===== src/rtl/branch_target_predictor_pkg.sv =====
// Shared definitions for the branch target predictor: direction-counter encodings
// and the PC index/tag slicing helpers.
package branch_target_predictor_pkg;

    typedef enum logic [1:0] {
        SNT = 2'b00,
        WNT = 2'b01,
        WT  = 2'b10,
        ST  = 2'b11
    } ctr_e;

    localparam ctr_e CTR_RESET = WNT;

    // Word-aligned PCs: bits [1:0] never take part in indexing or tagging.
    function automatic logic [63:0] pc_index(input logic [63:0] pc, input int idx_w);
        return (pc >> 2) & ((64'd1 << idx_w) - 64'd1);
    endfunction

    function automatic logic [63:0] pc_tag(input logic [63:0] pc, input int idx_w);
        return pc >> (idx_w + 2);
    endfunction

endpackage


===== src/rtl/branch_target_predictor_if.sv =====
// Fetch-lookup and execute-training bus of the branch target predictor.
interface branch_target_predictor_if #(
    parameter int XLEN   = 32,
    parameter int PERF_W = 32
);
    logic              inval;
    logic [XLEN-1:0]   pc_f;
    logic              hit_f;
    logic              taken_f;
    logic [XLEN-1:0]   target_f;
    logic [XLEN-1:0]   next_pc_f;
    logic              upd_en;
    logic [XLEN-1:0]   upd_pc;
    logic              upd_taken;
    logic [XLEN-1:0]   upd_target;
    logic              upd_jump;
    logic              upd_mispredict;
    logic [PERF_W-1:0] upd_count;
    logic [PERF_W-1:0] mispredict_count;

    modport master (
        output inval, pc_f, upd_en, upd_pc, upd_taken, upd_target, upd_jump, upd_mispredict,
        input  hit_f, taken_f, target_f, next_pc_f, upd_count, mispredict_count
    );

    modport slave (
        input  inval, pc_f, upd_en, upd_pc, upd_taken, upd_target, upd_jump, upd_mispredict,
        output hit_f, taken_f, target_f, next_pc_f, upd_count, mispredict_count
    );
endinterface


===== src/rtl/branch_target_predictor_sat_counter2.sv =====
// 2-bit saturating up/down direction counter with synchronous clear and force.
module sat_counter2
    import branch_target_predictor_pkg::*;
(
    input  logic clk,
    input  logic rst,
    input  logic clear,
    input  logic force_en,
    input  ctr_e force_val,
    input  logic inc,
    input  logic dec,
    output ctr_e ctr
);
    ctr_e ctr_q, ctr_d;

    always_comb begin
        ctr_d = ctr_q;
        if (clear) begin
            ctr_d = CTR_RESET;
        end else if (force_en) begin
            ctr_d = force_val;
        end else if (inc) begin
            if (ctr_q != ST) ctr_d = ctr_e'(ctr_q + 2'd1);
        end else if (dec) begin
            if (ctr_q != SNT) ctr_d = ctr_e'(ctr_q - 2'd1);
        end
    end

    always_ff @(posedge clk or posedge rst) begin
        if (rst) ctr_q <= CTR_RESET;
        else     ctr_q <= ctr_d;
    end

    assign ctr = ctr_q;

endmodule


===== src/rtl/branch_target_predictor.sv =====
// Direct-mapped branch target buffer with per-entry 2-bit direction counters.
// Lookup is combinational on pc_f; training from execute is applied on the clock edge.
module branch_target_predictor
    import branch_target_predictor_pkg::*;
#(
    parameter int XLEN    = 32,
    parameter int ENTRIES = 16,
    parameter int PERF_W  = 32
) (
    input logic clk,
    input logic rst,
    branch_target_predictor_if.slave bus
);
    localparam int IDX_W = $clog2(ENTRIES);
    localparam int TAG_W = XLEN - IDX_W - 2;

    logic [IDX_W-1:0]  idx_f, upd_idx;
    logic [TAG_W-1:0]  tag_f, upd_tag;

    logic [ENTRIES-1:0] valid_q, valid_d;
    logic [TAG_W-1:0]   tag_q    [ENTRIES];
    logic [TAG_W-1:0]   tag_d    [ENTRIES];
    logic [XLEN-1:0]    target_q [ENTRIES];
    logic [XLEN-1:0]    target_d [ENTRIES];
    logic [PERF_W-1:0]  upd_count_q, upd_count_d;
    logic [PERF_W-1:0]  mis_count_q, mis_count_d;
    ctr_e               ctr      [ENTRIES];

    logic upd_accept, upd_hit, upd_alloc, upd_write_tgt;

    assign idx_f   = IDX_W'(pc_index(64'(bus.pc_f), IDX_W));
    assign tag_f   = TAG_W'(pc_tag(64'(bus.pc_f), IDX_W));
    assign upd_idx = IDX_W'(pc_index(64'(bus.upd_pc), IDX_W));
    assign upd_tag = TAG_W'(pc_tag(64'(bus.upd_pc), IDX_W));

    // inval wins over a concurrent update; the update is then neither applied nor counted.
    assign upd_accept    = bus.upd_en & ~bus.inval;
    assign upd_hit       = valid_q[upd_idx] && (tag_q[upd_idx] == upd_tag);
    assign upd_alloc     = upd_accept & ~upd_hit & bus.upd_taken;
    assign upd_write_tgt = upd_accept & (upd_hit ? (bus.upd_jump | bus.upd_taken) : bus.upd_taken);

    always_comb begin
        valid_d     = valid_q;
        tag_d       = tag_q;
        target_d    = target_q;
        upd_count_d = upd_count_q;
        mis_count_d = mis_count_q;
        if (bus.inval) begin
            valid_d = '0;
        end else if (upd_alloc) begin
            valid_d[upd_idx] = 1'b1;
            tag_d[upd_idx]   = upd_tag;
        end
        if (upd_write_tgt) target_d[upd_idx] = bus.upd_target;
        if (upd_accept) begin
            upd_count_d = upd_count_q + PERF_W'(1);
            if (bus.upd_mispredict) mis_count_d = mis_count_q + PERF_W'(1);
        end
    end

    always_ff @(posedge clk or posedge rst) begin
        if (rst) begin
            valid_q     <= '0;
            upd_count_q <= '0;
            mis_count_q <= '0;
        end else begin
            valid_q     <= valid_d;
            upd_count_q <= upd_count_d;
            mis_count_q <= mis_count_d;
        end
    end

    // Tags and targets are qualified by valid, so they need no reset.
    always_ff @(posedge clk) begin
        tag_q    <= tag_d;
        target_q <= target_d;
    end

    for (genvar i = 0; i < ENTRIES; i++) begin : g_ctr
        logic sel;
        assign sel = upd_accept && (upd_idx == IDX_W'(i));

        sat_counter2 u_ctr (
            .clk       (clk),
            .rst       (rst),
            .clear     (bus.inval),
            .force_en  (sel && (upd_hit ? bus.upd_jump : bus.upd_taken)),
            .force_val (bus.upd_jump ? ST : WT),
            .inc       (sel && upd_hit && bus.upd_taken),
            .dec       (sel && upd_hit && !bus.upd_taken),
            .ctr       (ctr[i])
        );
    end

    assign bus.hit_f            = valid_q[idx_f] && (tag_q[idx_f] == tag_f);
    assign bus.taken_f          = bus.hit_f && ctr[idx_f][1];
    assign bus.target_f         = bus.hit_f ? target_q[idx_f] : '0;
    assign bus.next_pc_f        = bus.taken_f ? bus.target_f : bus.pc_f + XLEN'(4);
    assign bus.upd_count        = upd_count_q;
    assign bus.mispredict_count = mis_count_q;

endmodule


===== src/flat_wrapper.sv =====
// flat-port wrapper written by rule: the top's interface ports become plain ports
module branch_target_predictor_flat import branch_target_predictor_pkg::*;
#(
    parameter int XLEN    = 32,
    parameter int ENTRIES = 16,
    parameter int PERF_W  = 32
)
  (clk, rst, bus_inval, bus_pc_f, bus_upd_en, bus_upd_pc, bus_upd_taken, bus_upd_target, bus_upd_jump, bus_upd_mispredict, bus_hit_f, bus_taken_f, bus_target_f, bus_next_pc_f, bus_upd_count, bus_mispredict_count);
  branch_target_predictor_if #(.XLEN(XLEN), .PERF_W(PERF_W)) bus_i ();
  input logic clk;
  input logic rst;
  input wire logic [$bits(bus_i.inval)-1:0] bus_inval;
  input wire logic [$bits(bus_i.pc_f)-1:0] bus_pc_f;
  input wire logic [$bits(bus_i.upd_en)-1:0] bus_upd_en;
  input wire logic [$bits(bus_i.upd_pc)-1:0] bus_upd_pc;
  input wire logic [$bits(bus_i.upd_taken)-1:0] bus_upd_taken;
  input wire logic [$bits(bus_i.upd_target)-1:0] bus_upd_target;
  input wire logic [$bits(bus_i.upd_jump)-1:0] bus_upd_jump;
  input wire logic [$bits(bus_i.upd_mispredict)-1:0] bus_upd_mispredict;
  output wire logic [$bits(bus_i.hit_f)-1:0] bus_hit_f;
  output wire logic [$bits(bus_i.taken_f)-1:0] bus_taken_f;
  output wire logic [$bits(bus_i.target_f)-1:0] bus_target_f;
  output wire logic [$bits(bus_i.next_pc_f)-1:0] bus_next_pc_f;
  output wire logic [$bits(bus_i.upd_count)-1:0] bus_upd_count;
  output wire logic [$bits(bus_i.mispredict_count)-1:0] bus_mispredict_count;
  assign bus_i.inval = bus_inval;
  assign bus_i.pc_f = bus_pc_f;
  assign bus_i.upd_en = bus_upd_en;
  assign bus_i.upd_pc = bus_upd_pc;
  assign bus_i.upd_taken = bus_upd_taken;
  assign bus_i.upd_target = bus_upd_target;
  assign bus_i.upd_jump = bus_upd_jump;
  assign bus_i.upd_mispredict = bus_upd_mispredict;
  assign bus_hit_f = bus_i.hit_f;
  assign bus_taken_f = bus_i.taken_f;
  assign bus_target_f = bus_i.target_f;
  assign bus_next_pc_f = bus_i.next_pc_f;
  assign bus_upd_count = bus_i.upd_count;
  assign bus_mispredict_count = bus_i.mispredict_count;
  branch_target_predictor #(.XLEN(XLEN), .ENTRIES(ENTRIES), .PERF_W(PERF_W)) u_core (.clk(clk), .rst(rst), .bus(bus_i));
endmodule

===== config.mk =====
export PLATFORM = sky130hd
export DESIGN_NAME = branch_target_predictor_flat
export DESIGN_NICKNAME = d
export VERILOG_FILES = /design/src/rtl/branch_target_predictor_pkg.sv /design/src/rtl/branch_target_predictor_if.sv /design/src/rtl/branch_target_predictor_sat_counter2.sv /design/src/rtl/branch_target_predictor.sv /design/src/flat_wrapper.sv
export SDC_FILE = /design/constraint.sdc
export NUM_CORES = 2
export LEC_CHECK = 0
export CAP_MARGIN = 20
export CORE_UTILIZATION = 29
export DETAILED_ROUTE_END_ITERATION = 12
export PLACE_DENSITY = 0.53
export RECOVER_POWER = 50
export SLEW_MARGIN = 30
export SYNTH_ARGS = -nofsm -noshare
export SYNTH_HDL_FRONTEND = slang
export SYNTH_SLANG_ARGS = --single-unit

===== constraint.sdc =====
create_clock -name clk -period 5.4 [get_ports clk]
set_input_delay 0.54 -clock clk [delete_from_list [all_inputs] [get_ports clk]]
set_output_delay 0.54 -clock clk [all_outputs]
set_load 0.02 [all_outputs]

Word-level counts from Yosys, hierarchy flattened
Index checks and enable logic that the tools add are counted.

Add/sub/neg operators: 35. Magnitude comparators: 6. Equality and inequality tests: 49. Muxes and demuxes: 127. Bitwise gates (word level): 10. Reductions and logical operators: 154.

Operator list (count): $bwmux W512 (1); $bwmux W416 (1); $bmux W26 S4 (2); $mux W2 (98); $mux W32 (5); $mux W26 (5); $bmux W32 S4 (1); $demux W32 S4 (1); $reduce_bool A4 Y1 (32); $demux W26 S4 (1); $logic_and A1 B1 Y1 (85); $add A32 B1 Y32 const B (2); $ne A4 B3 Y1 const B (16); $eq A26 B26 Y1 (2); $reduce_and A3 Y1 (16); $reduce_bool A2 Y1 (17); $add A2 B1 Y2 const B (16); $add A32 B3 Y32 const B (1); $eq A4 B4 Y1 const B (8); $mux W16 (2); $ne A2 B2 Y1 const B (16); $sub A2 B1 Y2 const B (16); $eq A4 B3 Y1 const B (4); $or A16 B16 Y16 (1); 17 further kinds (32).

Register bits after elaboration: 1040. Bits of input ports: 103. Output and inout bits: 130. Logic and storage cells: 432.

Depth between registers and ports, before layout
Depth in word-level cells: 12. Mapped depth: 17. Mapped depth without buffers: 10.

Modules after synthesis
A second synthesis with hierarchy kept.

Cell total of the unflattened synthesis: 2653. Area, all modules: 47047.6 um^2.

Modules (own cells, without submodules): branch_target_predictor (times used 1, cells each 2429, area each 44985.6 um^2); sat_counter2 (times used 16, cells each 14, area each 128.9 um^2).

Worst setup path after synthesis
No wires, ideal clock.

Kind: input to register. Start point: in bus_upd_pc[2]. End point: reg u_core.target_q[128] (netlist name), enable pin. Setup time: 423 ps. Data arrival time: 4616 ps. Slack: 361 ps. Stages on the path: 12. Buffers on the path: 4. Cell sequence: buf_2 -> buf_2 -> buf_2 -> mux4_2 -> a22oi_1 -> nand3_1 -> xor2_1 -> nor4_1 -> and3b_1 -> a41oi_1 -> clkbuf_1 -> nor2_1.

Longest elaborated chain between the ends: 8.

RTL lines: from (decl) (line flat_wrapper.sv:15) `input wire logic [$bits(bus_i.upd_pc)-1:0] bus_upd_pc;`; $not A4 Y5 (not written as such) (line branch_target_predictor.sv:38) `assign upd_hit = valid_q[upd_idx] && (tag_q[upd_idx] == upd_tag);`; $bmux W26 S4 (line branch_target_predictor.sv:38); $mux W26 (not written as such) (2 in series) (line branch_target_predictor.sv:38); $eq A26 B26 Y1 (line branch_target_predictor.sv:38); $logic_and A1 B1 Y1 (*) (line branch_target_predictor.sv:38); $mux W1 (*) (line branch_target_predictor.sv:40) `assign upd_write_tgt = upd_accept & (upd_hit ? (bus.upd_jump | bus.upd_taken) : bus.upd_taken);`; $and A1 B1 Y1 (*) (line branch_target_predictor.sv:40); to (signal assigned) (line branch_target_predictor.sv:76) `target_q <= target_d;`; to (decl) (line branch_target_predictor.sv:23) `logic [XLEN-1:0] target_q [ENTRIES];`.

Mark *: on every way between the ends. The rest lies on a longest branch, timed or not. The select of a mux whose other input is x is not followed. A chain may end at the register's enable or synchronous reset.

Worst setup path in the final report
Start point: reg u_core.tag_q[262] (netlist name). End point: out bus_next_pc_f[17].

Longest elaborated chain between the ends: 7.

RTL lines: from (decl) (line branch_target_predictor.sv:21) `logic [TAG_W-1:0] tag_q [ENTRIES];`; from (signal assigned) (line branch_target_predictor.sv:75) `tag_q <= tag_d;`; $bmux W26 S4 (*) (line branch_target_predictor.sv:95) `assign bus.hit_f = valid_q[idx_f] && (tag_q[idx_f] == tag_f);`; $mux W26 (not written as such) (*) (2 in series) (line branch_target_predictor.sv:95); $eq A26 B26 Y1 (*) (line branch_target_predictor.sv:95); $logic_and A1 B1 Y1 (*) (line branch_target_predictor.sv:95); $mux W32 / $logic_and A1 B1 Y1 (equally long branches) (line branch_target_predictor.sv:97, branch_target_predictor.sv:96); $mux W32 (*) (line branch_target_predictor.sv:98) `assign bus.next_pc_f = bus.taken_f ? bus.target_f : bus.pc_f + XLEN'(4);`; to (decl) (line flat_wrapper.sv:23) `output wire logic [$bits(bus_i.next_pc_f)-1:0] bus_next_pc_f;`.

Marks and branches as above.

==> summary.md <==
* status: complete, but fails checks
* violations in the final reports: max-capacitance violations, max-slew violations
* Sum Neg Setup Slack: 0 ps
* Vias/cell: 5.22
* worst reg2reg path depth: 11
* start of the worst register-to-register path: u_core.tag_q[71]
* count of synthesis-stage warnings from yosys: 0
* Boundary Pins: 233
* initial antenna violation count: 41
* unrepaired setup endpoints after global routing: false
* post-synthesis instance area: 47200 um^2
* setup slack, reg-to-reg: 1250 ps
* num rows: 147
* height of the chip: 405 um
* synthesized net count: 2845
* area share of the leading cell type in the synthesized netlist: 0.590
* distinct cell type count of the synthesized netlist: 84
* destination of the worst hold path: u_core.bus.upd_count[31]
* Post-Route Utilization: 0.355
* H-tree Lvls: 3
* startpoint of the worst hold path: u_core.bus.upd_count[31]
* violation count after the first detailed-routing iteration: 2688
* startpoint type of the worst setup path: flop
* switch share: 0.239
* Core Region: 161000 um^2
* startpoint-to-endpoint class of the critical path: reg -> out
* Resized cells post-CTS: 0
* most frequent cells after synthesis: edfxtp_1 (928), mux4_2 (326), mux2i_1 (151)
* final hold vios: 0
* IO buf count: 230
* power density over cell area: 312 nW/um^2
* async set or reset register ratio after synthesis: 0.108
* met2 wire length: 69.8 mm
* CTS Root Cell: clkbuf_16
* Worst Setup End Kind: primary output
* period utilisation layout: 0.954
* final weighted congestion in routability-driven placement: 0.860
* number of global-route vias before repair: 28300
* mean area per synthesized cell: 17.2 um^2
* cell types occupying the most area after synthesis: edfxtp_1 (59%), mux4_2 (16%), dfrtp_1 (5.1%), mux2i_1 (3.2%), xnor2_1 (1.7%)
* Clk pwr share: 0.411
* sequential element share of the synthesized area: 0.650
* share of final-layout standard cells stronger than drive strength 1: 0.245
* router iterations before antenna repair: 5
* combinational group share of total power: 0.088
* Max Used Layer: met5
* number of buffers added by the clock tree synthesis step: 110
* worst hold stages: 1
* Max Clock Freq: 194 MHz
* met3 routed WL: 9.55 mm
* number of placed cells counting well taps: 5163
* overflow left after global routing: 0
* total via count in the routed design: 28000
* CTS tree: yes
* max-cap violations: 2
* Leak: 18.9 nW
* Layout Skew: 66.6 ps
* required time of the critical path: 4860 ps
* internal portion of total power: 0.0136 W
* sink count of the clock tree: 1040
* data arrival time at the worst-slack endpoint: 4610 ps
* half-perimeter wire length after detailed placement: 97.9 mm
* # setup viols final: 0
* post-route antenna net violation count: 0
* path type of the worst min-delay path: reg -> reg
* total routing usage reported by global routing: 0.178
* number of non-filler instances in the completed layout: 5371
* Clock Pin Slew Worst Setup and Hold Paths: 60 ps
* first-pass GRT wire length: 210 mm
* CTS Hold Buffers Added: 0
* total die area: 164000 um^2
* Slew headroom: -1.12
* most common flop cell mapped by yosys: edfxtp_1
* routed length on met1: 64.6 mm
* R2R Path End: u_core.tag_q[347]
* transition time of the tightest slew-check pin: 3160 ps
* fraction of power consumed by sequential logic: 0.501
* number of enable flip-flop cells after synthesis: 928
* maximum number of pins on one net before global-route repair: 67
* Residual DRC: 0
* clock latency on the worst-skew pair: 770 ps
* Max VDD drop: 253 uV
* cell taking the most area after synthesis: edfxtp_1
* instance count of the mapped netlist: 2739
* Area Growth Syn to Fin: 21.1%
* # Post-CTS Setup Buffers: 0
* buffers from clock root to sink, at most: 3
* routed len/inst: 27.5 um
* Crit Path Max Fanout: 32
* routed wire length: 148 mm
* number of synthesized register bits: 1040
* Psw: 0.00426 W
* final layout net count: 3221
* final critical path time including I/O delays and setup: 5150 ps
* effective utilization at floorplan: 0.293
* count leader, synth: edfxtp_1
* critical path launch point: u_core.tag_q[262]
* chip width: 405 um
* count of final max-slew check failures: 98
-- layout by cell type (no fill, tap or decap), types with 33 or more instances in the layout --
cell and count:
edfxtp_1 928, mux4_2 326, mux2i_1 151, clkdlybuf4s50_1 130
buf_4 118, nand2_1 117, clkbuf_16 110, dfrtp_1 96
xnor2_1 90, dlygate4sd3_1 90, nor2_1 86, mux2_2 60
a21oi_1 54, xor2_1 49, buf_12 48, nand3_1 47
and2_1 43, clkbuf_1 43, nor3_1 40, a22oi_1 38
inv_1 37, a211oi_1 33
-- per-layer routing --
metal	track usage	vias up
li1	-	11900
met1	0.247	14900
met2	0.287	1014
met3	0.0301	216
met4	0.0520	22
met5	0	-
-- power by group through the flow --
stage          clock (W)  combinational (W)  sequential, W
6_report         0.00733            0.00157        0.00892
5_1_grt          0.00778            0.00168        0.00893
4_1_cts          0.00749            0.00161        0.00892
3_5_place_dp           0            0.00161        0.00909
3_3_place_gp           0            0.00160        0.00909
2_1_floorplan          0           0.000813        0.00912
-- final cells by class --
cell class	instances	area, um^2
fill	15300	104000
tap	2160	2700
clock buffer	135	2850
timing repair buffer	413	4210
multi-input combinational	1509	15900
inverter	41	158
sequential	1040	30700
clock inverter	70	654
antenna	3	7.51
-- cells by family (layout without fill, tap and decap cells) --
family          Yosys count  after routing  synth area share
flops                  1040           1040             0.650
mux                     537            537             0.202
simple gates            518            518            0.0564
compound gates          312            312            0.0467
buf+inv                 190            659            0.0185
xor+xnor                139            139            0.0258
fa+ha+maj                 3              3          0.000795
other cells               0              3                 0
-- worst max-delay path: stages (launching register included) --
cell and delay (ps):
edfxtp_1 400, mux4_2 460, mux4_2 510, xnor2_1 420, nor4b_1 300, nand3_1 170
nor4_4 360, buf_12 290, mux2_2 370, clkdlybuf4s50_1 570
-- worst max-delay path by stage --
stage	to	slack (ps)	cells after the start
6_report	bus_next_pc_f[17]	250	9
3_3_place_gp	bus_next_pc_f[17]	160	15
5_1_grt	bus_next_pc_f[17]	10	15
3_5_place_dp	bus_next_pc_f[17]	210	15
4_1_cts	bus_next_pc_f[17]	190	15
2_1_floorplan	u_core.target_q[128]	360	12
-- flip-flops by register name, summed over array words and instances, names as in the netlist --
name and flops:
u_core.target_q 512, u_core.tag_q 416, u_core.bus.mispredict_count 32, u_core.bus.upd_count 32, u_core.g_ctr.u_ctr.ctr 32, u_core.valid_q 16
-- stage by stage --
stage	setup WS [ps]	cell area [um^2]	hold slack [ps]	total power (W)
2_1_floorplan	361	47200	475	0.00993
3_3_place_gp	164	53700	459	0.0107
3_5_place_dp	205	53700	459	0.0107
4_1_cts	193	57200	350	0.0180
5_1_grt	13.8	57200	491	0.0184
6_report	249	57200	457	0.0178
Note: power is estimated with default switching activity, not from simulation.
